===== src/rtl/event_detector_mc.sv =====
// event_detector_mc: multi-channel energy event detector with start/end hysteresis, debounce and a
// global saturating start counter. Define EVT_DURATION_EN to capture per-channel event durations.

module event_detector_ch #(
   parameter int WIDTH        = 64,
   parameter int START_FACTOR = 3,
   parameter int END_FACTOR   = 2,
   parameter int MIN_ON       = 4,
   parameter int MIN_OFF      = 4,
   parameter int CNT_WIDTH    = 16
) (
   input  logic                 clock,
   input  logic                 reset,
   input  logic                 init_done_i,
   input  logic                 sample_valid_i,
   input  logic [WIDTH-1:0]     energy_i,
   input  logic [WIDTH-1:0]     th_i,
   output logic                 start_next_o,
   output logic                 detected_o,
   output logic                 start_o,
   output logic                 end_o,
   output logic [CNT_WIDTH-1:0] last_duration_o
);
   typedef enum logic [2:0] {S_INIT, S_IDLE, S_ARMING, S_ACTIVE, S_RELEASING} state_t;

   state_t           state_q, state_d;
   logic [7:0]       cnt_q, cnt_d, cnt_inc;
   logic [WIDTH+7:0] energy_x, start_lvl, end_lvl;
   logic             above_start, below_end;
   logic             start_d, end_d, detected_d;
   logic             start_q, end_q, detected_q;

   // 8 guard bits: factor <= 255 so the product can never wrap
   assign energy_x    = {8'd0, energy_i};
   assign start_lvl   = {8'd0, th_i} * (WIDTH+8)'(START_FACTOR);
   assign end_lvl     = {8'd0, th_i} * (WIDTH+8)'(END_FACTOR);
   assign above_start = energy_x > start_lvl;
   assign below_end   = energy_x < end_lvl;
   assign cnt_inc     = cnt_q + 8'd1;

   always_ff @(posedge clock) begin
      if (reset) begin
         state_q <= S_INIT;
         cnt_q   <= '0;
      end else begin
         state_q <= state_d;
         cnt_q   <= cnt_d;
      end
   end

   always_comb begin
      state_d = state_q;
      cnt_d   = cnt_q;
      case (state_q)
         S_INIT: if (init_done_i) state_d = S_IDLE;
         S_IDLE: if (sample_valid_i && above_start) begin
            if (MIN_ON == 1) state_d = S_ACTIVE;
            else begin
               state_d = S_ARMING;
               cnt_d   = 8'd1;
            end
         end
         S_ARMING: if (sample_valid_i) begin
            if (!above_start) begin
               state_d = S_IDLE;
               cnt_d   = '0;
            end else if (cnt_inc == 8'(MIN_ON)) begin
               state_d = S_ACTIVE;
               cnt_d   = '0;
            end else cnt_d = cnt_inc;
         end
         S_ACTIVE: if (sample_valid_i && below_end) begin
            if (MIN_OFF == 1) state_d = S_IDLE;
            else begin
               state_d = S_RELEASING;
               cnt_d   = 8'd1;
            end
         end
         S_RELEASING: if (sample_valid_i) begin
            if (!below_end) begin
               state_d = S_ACTIVE;
               cnt_d   = '0;
            end else if (cnt_inc == 8'(MIN_OFF)) begin
               state_d = S_IDLE;
               cnt_d   = '0;
            end else cnt_d = cnt_inc;
         end
         default: begin
            state_d = S_INIT;
            cnt_d   = '0;
         end
      endcase
   end

   // RELEASING->ACTIVE is a continuation of the same event, not a new start
   always_comb begin
      start_d    = (state_q == S_IDLE || state_q == S_ARMING) && state_d == S_ACTIVE;
      end_d      = (state_q == S_ACTIVE || state_q == S_RELEASING) && state_d == S_IDLE;
      detected_d = (state_d == S_ACTIVE || state_d == S_RELEASING);
   end

   always_ff @(posedge clock) begin
      if (reset) begin
         start_q    <= 1'b0;
         end_q      <= 1'b0;
         detected_q <= 1'b0;
      end else begin
         start_q    <= start_d;
         end_q      <= end_d;
         detected_q <= detected_d;
      end
   end

   assign start_next_o = start_d;
   assign start_o      = start_q;
   assign end_o        = end_q;
   assign detected_o   = detected_q;

`ifdef EVT_DURATION_EN
   logic [CNT_WIDTH-1:0] dur_q, dur_d, dur_inc, last_q, last_d;

   assign dur_inc = (dur_q == '1) ? dur_q : dur_q + CNT_WIDTH'(1);

   // the arming samples belong to the event, so counting starts at MIN_ON
   always_comb begin
      dur_d  = dur_q;
      last_d = last_q;
      if (start_d) dur_d = CNT_WIDTH'(MIN_ON);
      else if (sample_valid_i && detected_q) dur_d = dur_inc;
      if (end_d) last_d = dur_inc;
   end

   always_ff @(posedge clock) begin
      if (reset) begin
         dur_q  <= '0;
         last_q <= '0;
      end else begin
         dur_q  <= dur_d;
         last_q <= last_d;
      end
   end

   assign last_duration_o = last_q;
`else
   assign last_duration_o = '0;
`endif
endmodule

module event_detector_mc #(
   parameter int NUM_CH       = 4,
   parameter int WIDTH        = 64,
   parameter int START_FACTOR = 3,
   parameter int END_FACTOR   = 2,
   parameter int MIN_ON       = 4,
   parameter int MIN_OFF      = 4,
   parameter int CNT_WIDTH    = 16
) (
   input  logic                          clock,
   input  logic                          reset,
   input  logic                          init_done,
   input  logic                          sample_valid,
   input  logic [NUM_CH*WIDTH-1:0]       energy,
   input  logic [NUM_CH*WIDTH-1:0]       th,
   input  logic                          clear_count,
   output logic [NUM_CH-1:0]             event_detected,
   output logic [NUM_CH-1:0]             event_start,
   output logic [NUM_CH-1:0]             event_end,
   output logic                          any_event,
   output logic [CNT_WIDTH-1:0]          event_count,
   output logic [NUM_CH*CNT_WIDTH-1:0]   last_duration
);
   logic [NUM_CH-1:0]    start_next;
   logic [CNT_WIDTH:0]   pop, sum;
   logic [CNT_WIDTH-1:0] count_q, count_d;

   for (genvar i = 0; i < NUM_CH; i++) begin : g_ch
      event_detector_ch #(
         .WIDTH(WIDTH), .START_FACTOR(START_FACTOR), .END_FACTOR(END_FACTOR),
         .MIN_ON(MIN_ON), .MIN_OFF(MIN_OFF), .CNT_WIDTH(CNT_WIDTH)
      ) u_ch (
         .clock           (clock),
         .reset           (reset),
         .init_done_i     (init_done),
         .sample_valid_i  (sample_valid),
         .energy_i        (energy[i*WIDTH +: WIDTH]),
         .th_i            (th[i*WIDTH +: WIDTH]),
         .start_next_o    (start_next[i]),
         .detected_o      (event_detected[i]),
         .start_o         (event_start[i]),
         .end_o           (event_end[i]),
         .last_duration_o (last_duration[i*CNT_WIDTH +: CNT_WIDTH])
      );
   end

   // count moves on the same edge the start pulses rise; a clear keeps this cycle's starts
   always_comb begin
      pop = '0;
      for (int i = 0; i < NUM_CH; i++) pop = pop + (CNT_WIDTH+1)'(start_next[i]);
      sum = {1'b0, count_q} + pop;
      if (clear_count)        count_d = pop[CNT_WIDTH-1:0];
      else if (sum[CNT_WIDTH]) count_d = '1;
      else                    count_d = sum[CNT_WIDTH-1:0];
   end

   always_ff @(posedge clock) begin
      if (reset) count_q <= '0;
      else       count_q <= count_d;
   end

   assign event_count = count_q;
   assign any_event   = |event_detected;
endmodule


===== config.mk =====
export PLATFORM = sky130hd
export DESIGN_NAME = event_detector_mc
export DESIGN_NICKNAME = d
export VERILOG_FILES = /design/src/rtl/event_detector_mc.sv
export SDC_FILE = /design/constraint.sdc
export NUM_CORES = 2
export LEC_CHECK = 0
export ABC_AREA = 0
export ABC_CLOCK_PERIOD_IN_PS = 15500
export BUFFER_PORTS_ARGS = -buffer_cell sky130_fd_sc_hd__buf_2
export CORE_MARGIN = 2
export CORE_UTILIZATION = 35
export DETAILED_ROUTE_END_ITERATION = 6
export REMOVE_ABC_BUFFERS = 1
export SLEW_MARGIN = 5
export SYNTH_ARGS = -nofsm -noshare
export SYNTH_HDL_FRONTEND = slang
export SYNTH_HIERARCHICAL = 1
export SYNTH_SLANG_ARGS = --single-unit
export TNS_END_PERCENT = 1

===== constraint.sdc =====
create_clock -name clock -period 15.5 [get_ports clock]
set_input_delay 3.875 -clock clock [delete_from_list [all_inputs] [get_ports clock]]
set_output_delay 3.875 -clock clock [all_outputs]
set_load 0.01 [all_outputs]

==> metrics.md <==
| Metric | Value |
|---|---|
| Status | `complete, no violations` |
| CP Buf/Inv Count | `4` |
| Pin count of the biggest net entering global routing | `56` |
| Final Hold Vio Count | `0` |
| Synth top area share | `30.9%` |
| Max Cap Viol | `0` |
| Hold path depth | `2` |
| RSZ-0062 raised after global routing | `false` |
| Clock network power share | `14.0%` |
| Worst path slowest cell | `nor4_1` |
| Kind of cell adding the most delay to the critical path | `compound AO/OA/AOI/OAI gates` |
| Via density | `5.58` |
| Most common cell on crit path | `ha_1` |
| #FFs+latches synth | `72` |
| Net Sw Frac | `49.1%` |
| Int Power | `898 µW` |
| Hold Startpoint | `g_ch[2].u_ch/cnt_q[1]$_SDFFE_PP0P_` |
| Synth Area in XOR/XNOR | `7.02%` |
| Post-synthesis mux area share | `0.0999%` |
| R2R setup slack | `9730 ps` |
| Share of cells above drive strength 1 | `13.8%` |
| CTS tree | `built` |
| Mapped Cells | `4259` |
| Row cnt | `109` |
| Syn avg cell area | `7.35 µm²` |
| Total track usage | `21.6%` |
| First DRT Iteration DRCs | `1806` |
| Cts hold-fix bufs | `0` |
| Flop pwr share | `10.9%` |
| Sequential cell area | `1440 µm²` |
| Hold Path Class | `reg2reg` |
| Largest family of logic cells by synthesized area | `adder cells` |
| Total Wirelength | `104 mm` |
| Type of origin of the critical path | `input port` |
| Synth Area in Simple Gates | `20.6%` |
| Synth warn | `6` |
| Cell Pwr Density | `50.0 nW/µm²` |
| Die W | `303 µm` |
| Core box area | `88500 µm²` |
| Placer Congestion | `0.949` |
| Htree depth | `3` |
| Mapped Area | `31300 µm²` |
| Most frequent cells in the layout | `ha_1 (773), buf_2 (545), a21oi_1 (408)` |
| Leading area contributor after synthesis | `ha_1` |
| Primary FF master, synth | `dfxtp_1` |
| Post-synth cell types | `108` |
| Tcrit/Tclk final | `80.6%` |
| Starting Density | `35.4%` |
| Hpwl dp | `91.8 mm` |
| Hold_ws | `483 ps` |
| Die area | `91800 µm²` |
| Slew headroom | `28.2%` |
| Adder-cell share of the synthesized area | `31.3%` |
| Synth area leaders | `ha_1 (31%), a21oi_1 (6.5%), dfxtp_1 (4.6%)` |
| Seq/Total Area, Yosys | `4.60%` |
| Period minus WS final | `12500 ps` |
| Routed WL per cell | `17.6 µm` |
| Post-cts sizing count | `0` |
| Max-slew violations | `0` |
| Critical path required time | `15750 ps` |
| EDFF count, synth | `0` |
| Combinational fraction of design power | `75.0%` |
| FFs w/ async S/R, synth | `0%` |
| Fin cells | `5944` |
| Ports | `610` |
| Final setup vio count | `0` |
| Syn-to-layout area delta | `12.8%` |
| I/O Buffers | `545` |
| Number of cells on the worst reg-to-reg path | `20` |
| Setup Crit Path Kind | `in2reg` |
| Cts bufs inserted | `9` |
| Critical path endpoint category | `register` |
| Routed via count | `33.2k` |
| Longest Clk Path Bufs | `2` |
| Inst Count DP | `5907` |
| Latest clock arrival within the worst-skew pair | `360 ps` |
| Fmax | `80.0 MHz` |
| Fin area | `35300 µm²` |
| Worst endpoint data arrival time | `12750 ps` |
| Root buffer cell | `clkbuf_16` |
| Worst-margin pin slew | `1060 ps` |
| Remaining global-route overflow | `0` |
| Post-CTS Setup Bufs | `0` |
| Switching power | `867 µW` |
| Setup TNS | `0 ps` |
| Die height | `303 µm` |
| Compound-Gate Fraction of Synth Area | `29.2%` |
| Post-DP Area | `34900 µm²` |
| Final Power | `1760 µW` |
| Sink Count | `72` |
| Commonest non-fill, non-tap cell in the layout | `ha_1` |
| First-pass GRT wire length | `163 mm` |
| Reg-to-reg endpoint | `event_count[0]$_SDFF_PP0_` |
| Crit path max fanout | `12` |
| Peak supply drop | `0.0000504 V` |
| Antenna violations before repair | `28` |
| Fillers | `9440` |
| WHS Endpoint | `g_ch[2].u_ch/cnt_q[1]$_SDFFE_PP0P_` |
| Worst Skew | `13.0 ps` |
| Clock transition at the registers of the reported paths | `70 ps` |
| Multi-input logic area | `27900 µm²` |
| Drt first pass iters | `5` |
| Fin nets | `6049` |
| # DRC | `0` |
| Leakage power total | `0.0174 µW` |
| Vias in the first global route | `31.6k` |
| R2r startpoint | `g_ch[1].u_ch/cnt_q[0]$_SDFFE_PP0P_` |
| CP max stage delay | `670 ps` |
| Number of nets with antenna violations after routing | `0` |
[sequential cells by signal (all words and copies together), names as in the netlist]
| register | flops |
|---|---|
| g_ch.u_ch/cnt_q | 32 |
| g_ch.u_ch/end_o | 4 |
| event_count | 16 |
| g_ch.u_ch/state_q | 12 |
| g_ch.u_ch/start_o | 4 |
| g_ch.u_ch/detected_o | 4 |
[power groups by stage]
stage | clock [µW] | sequential, µW | combinational [µW]
floorplan | 0 | 196 | 932
detailed placement | 0 | 197 | 1310
global placement | 0 | 197 | 1300
CTS | 258 | 193 | 1320
global route | 264 | 194 | 1500
finish | 247 | 193 | 1320
[through the flow]
step	setup WS, ps	utilization, %
after floorplan	4370	-
after global placement	2710	39.4
after detailed placement	2550	39.4
after CTS	2870	39.8
after global routing	2240	39.9
final	3000	39.9
[logic make-up after synthesis]
family	after synthesis
fa+ha+maj	779
buf+inv	497
flops	72
mux	3
simple gates	1256
compound gates	1397
other cells	4
xor+xnor	251
[synthesized netlist by cell type (41+ instances only)]
library cell / n
ha_1: 773
a21oi_1: 408
inv_1: 373
nor2_1: 287
nand2_1: 283
o21ai_0: 269
a21o_1: 163
nand4_1: 136
nand3_1: 130
xor2_1: 126
xnor2_1: 125
nor3_1: 84
buf_4: 72
dfxtp_1: 72
a211oi_1: 66
o211ai_1: 60
a31oi_1: 59
o21bai_1: 57
and3_1: 54
nand2b_1: 49
o21a_1: 44
nor2b_1: 41
[worst reg2reg max path, stage by stage, from the launching register on]
cell and delay [ps]:
dfxtp_1 430, ha_1 260, xor2_1 150, and3_1 180
or2b_2 300, or3_2 460, o311a_1 310, o32a_1 320
o21ai_0 100, o311a_1 240, inv_1 60, fa_1 520
inv_1 50, ha_1 170, ha_1 290, inv_1 70
fa_1 430, and2b_1 290, o21ai_2 90, or4_4 650
a221oi_1 290
[worst max-delay path by stage]
stage             from                         to  slack [ps]  cells past startpoint
5_1_grt          th[2]  event_count[0]$_SDFF_PP0_        2240                     33
2_1_floorplan    th[2]  event_count[1]$_SDFF_PP0_        4370                     32
3_5_place_dp   th[194]  event_count[0]$_SDFF_PP0_        2550                     33
3_3_place_gp   th[194]  event_count[1]$_SDFF_PP0_        2710                     33
4_1_cts        th[194]  event_count[0]$_SDFF_PP0_        2870                     33
6_report       th[194]  event_count[0]$_SDFF_PP0_        3000                     33
[per-layer routing]
| layer | routed length [µm] | part of all wire (%) | up-vias | track usage [%] |
|---|---|---|---|---|
| met4 | 2170 | 2.1 | 12 | 5.65 |
| met1 | 46700 | 45 | 15310 | 27.6 |
| met3 | 4780 | 4.6 | 135 | 1.94 |
| met2 | 50700 | 49 | 823 | 38.8 |
| met5 | 87 | 0.083 | - | 0 |
| li1 | - | - | 16898 | - |
[final cells by class]
| class | count | area share (%) |
|---|---|---|
| diodes | 21 | 0.149 |
| clock buffers | 12 | 0.755 |
| clock inverters | 4 | 0.209 |
| inverters | 373 | 3.97 |
| multi-input cells | 3750 | 78.9 |
| flip-flops and latches | 72 | 4.08 |
| well taps | 1165 | 4.13 |
| repair buffers | 547 | 7.77 |
Note: power is estimated with default switching activity, not from simulation.
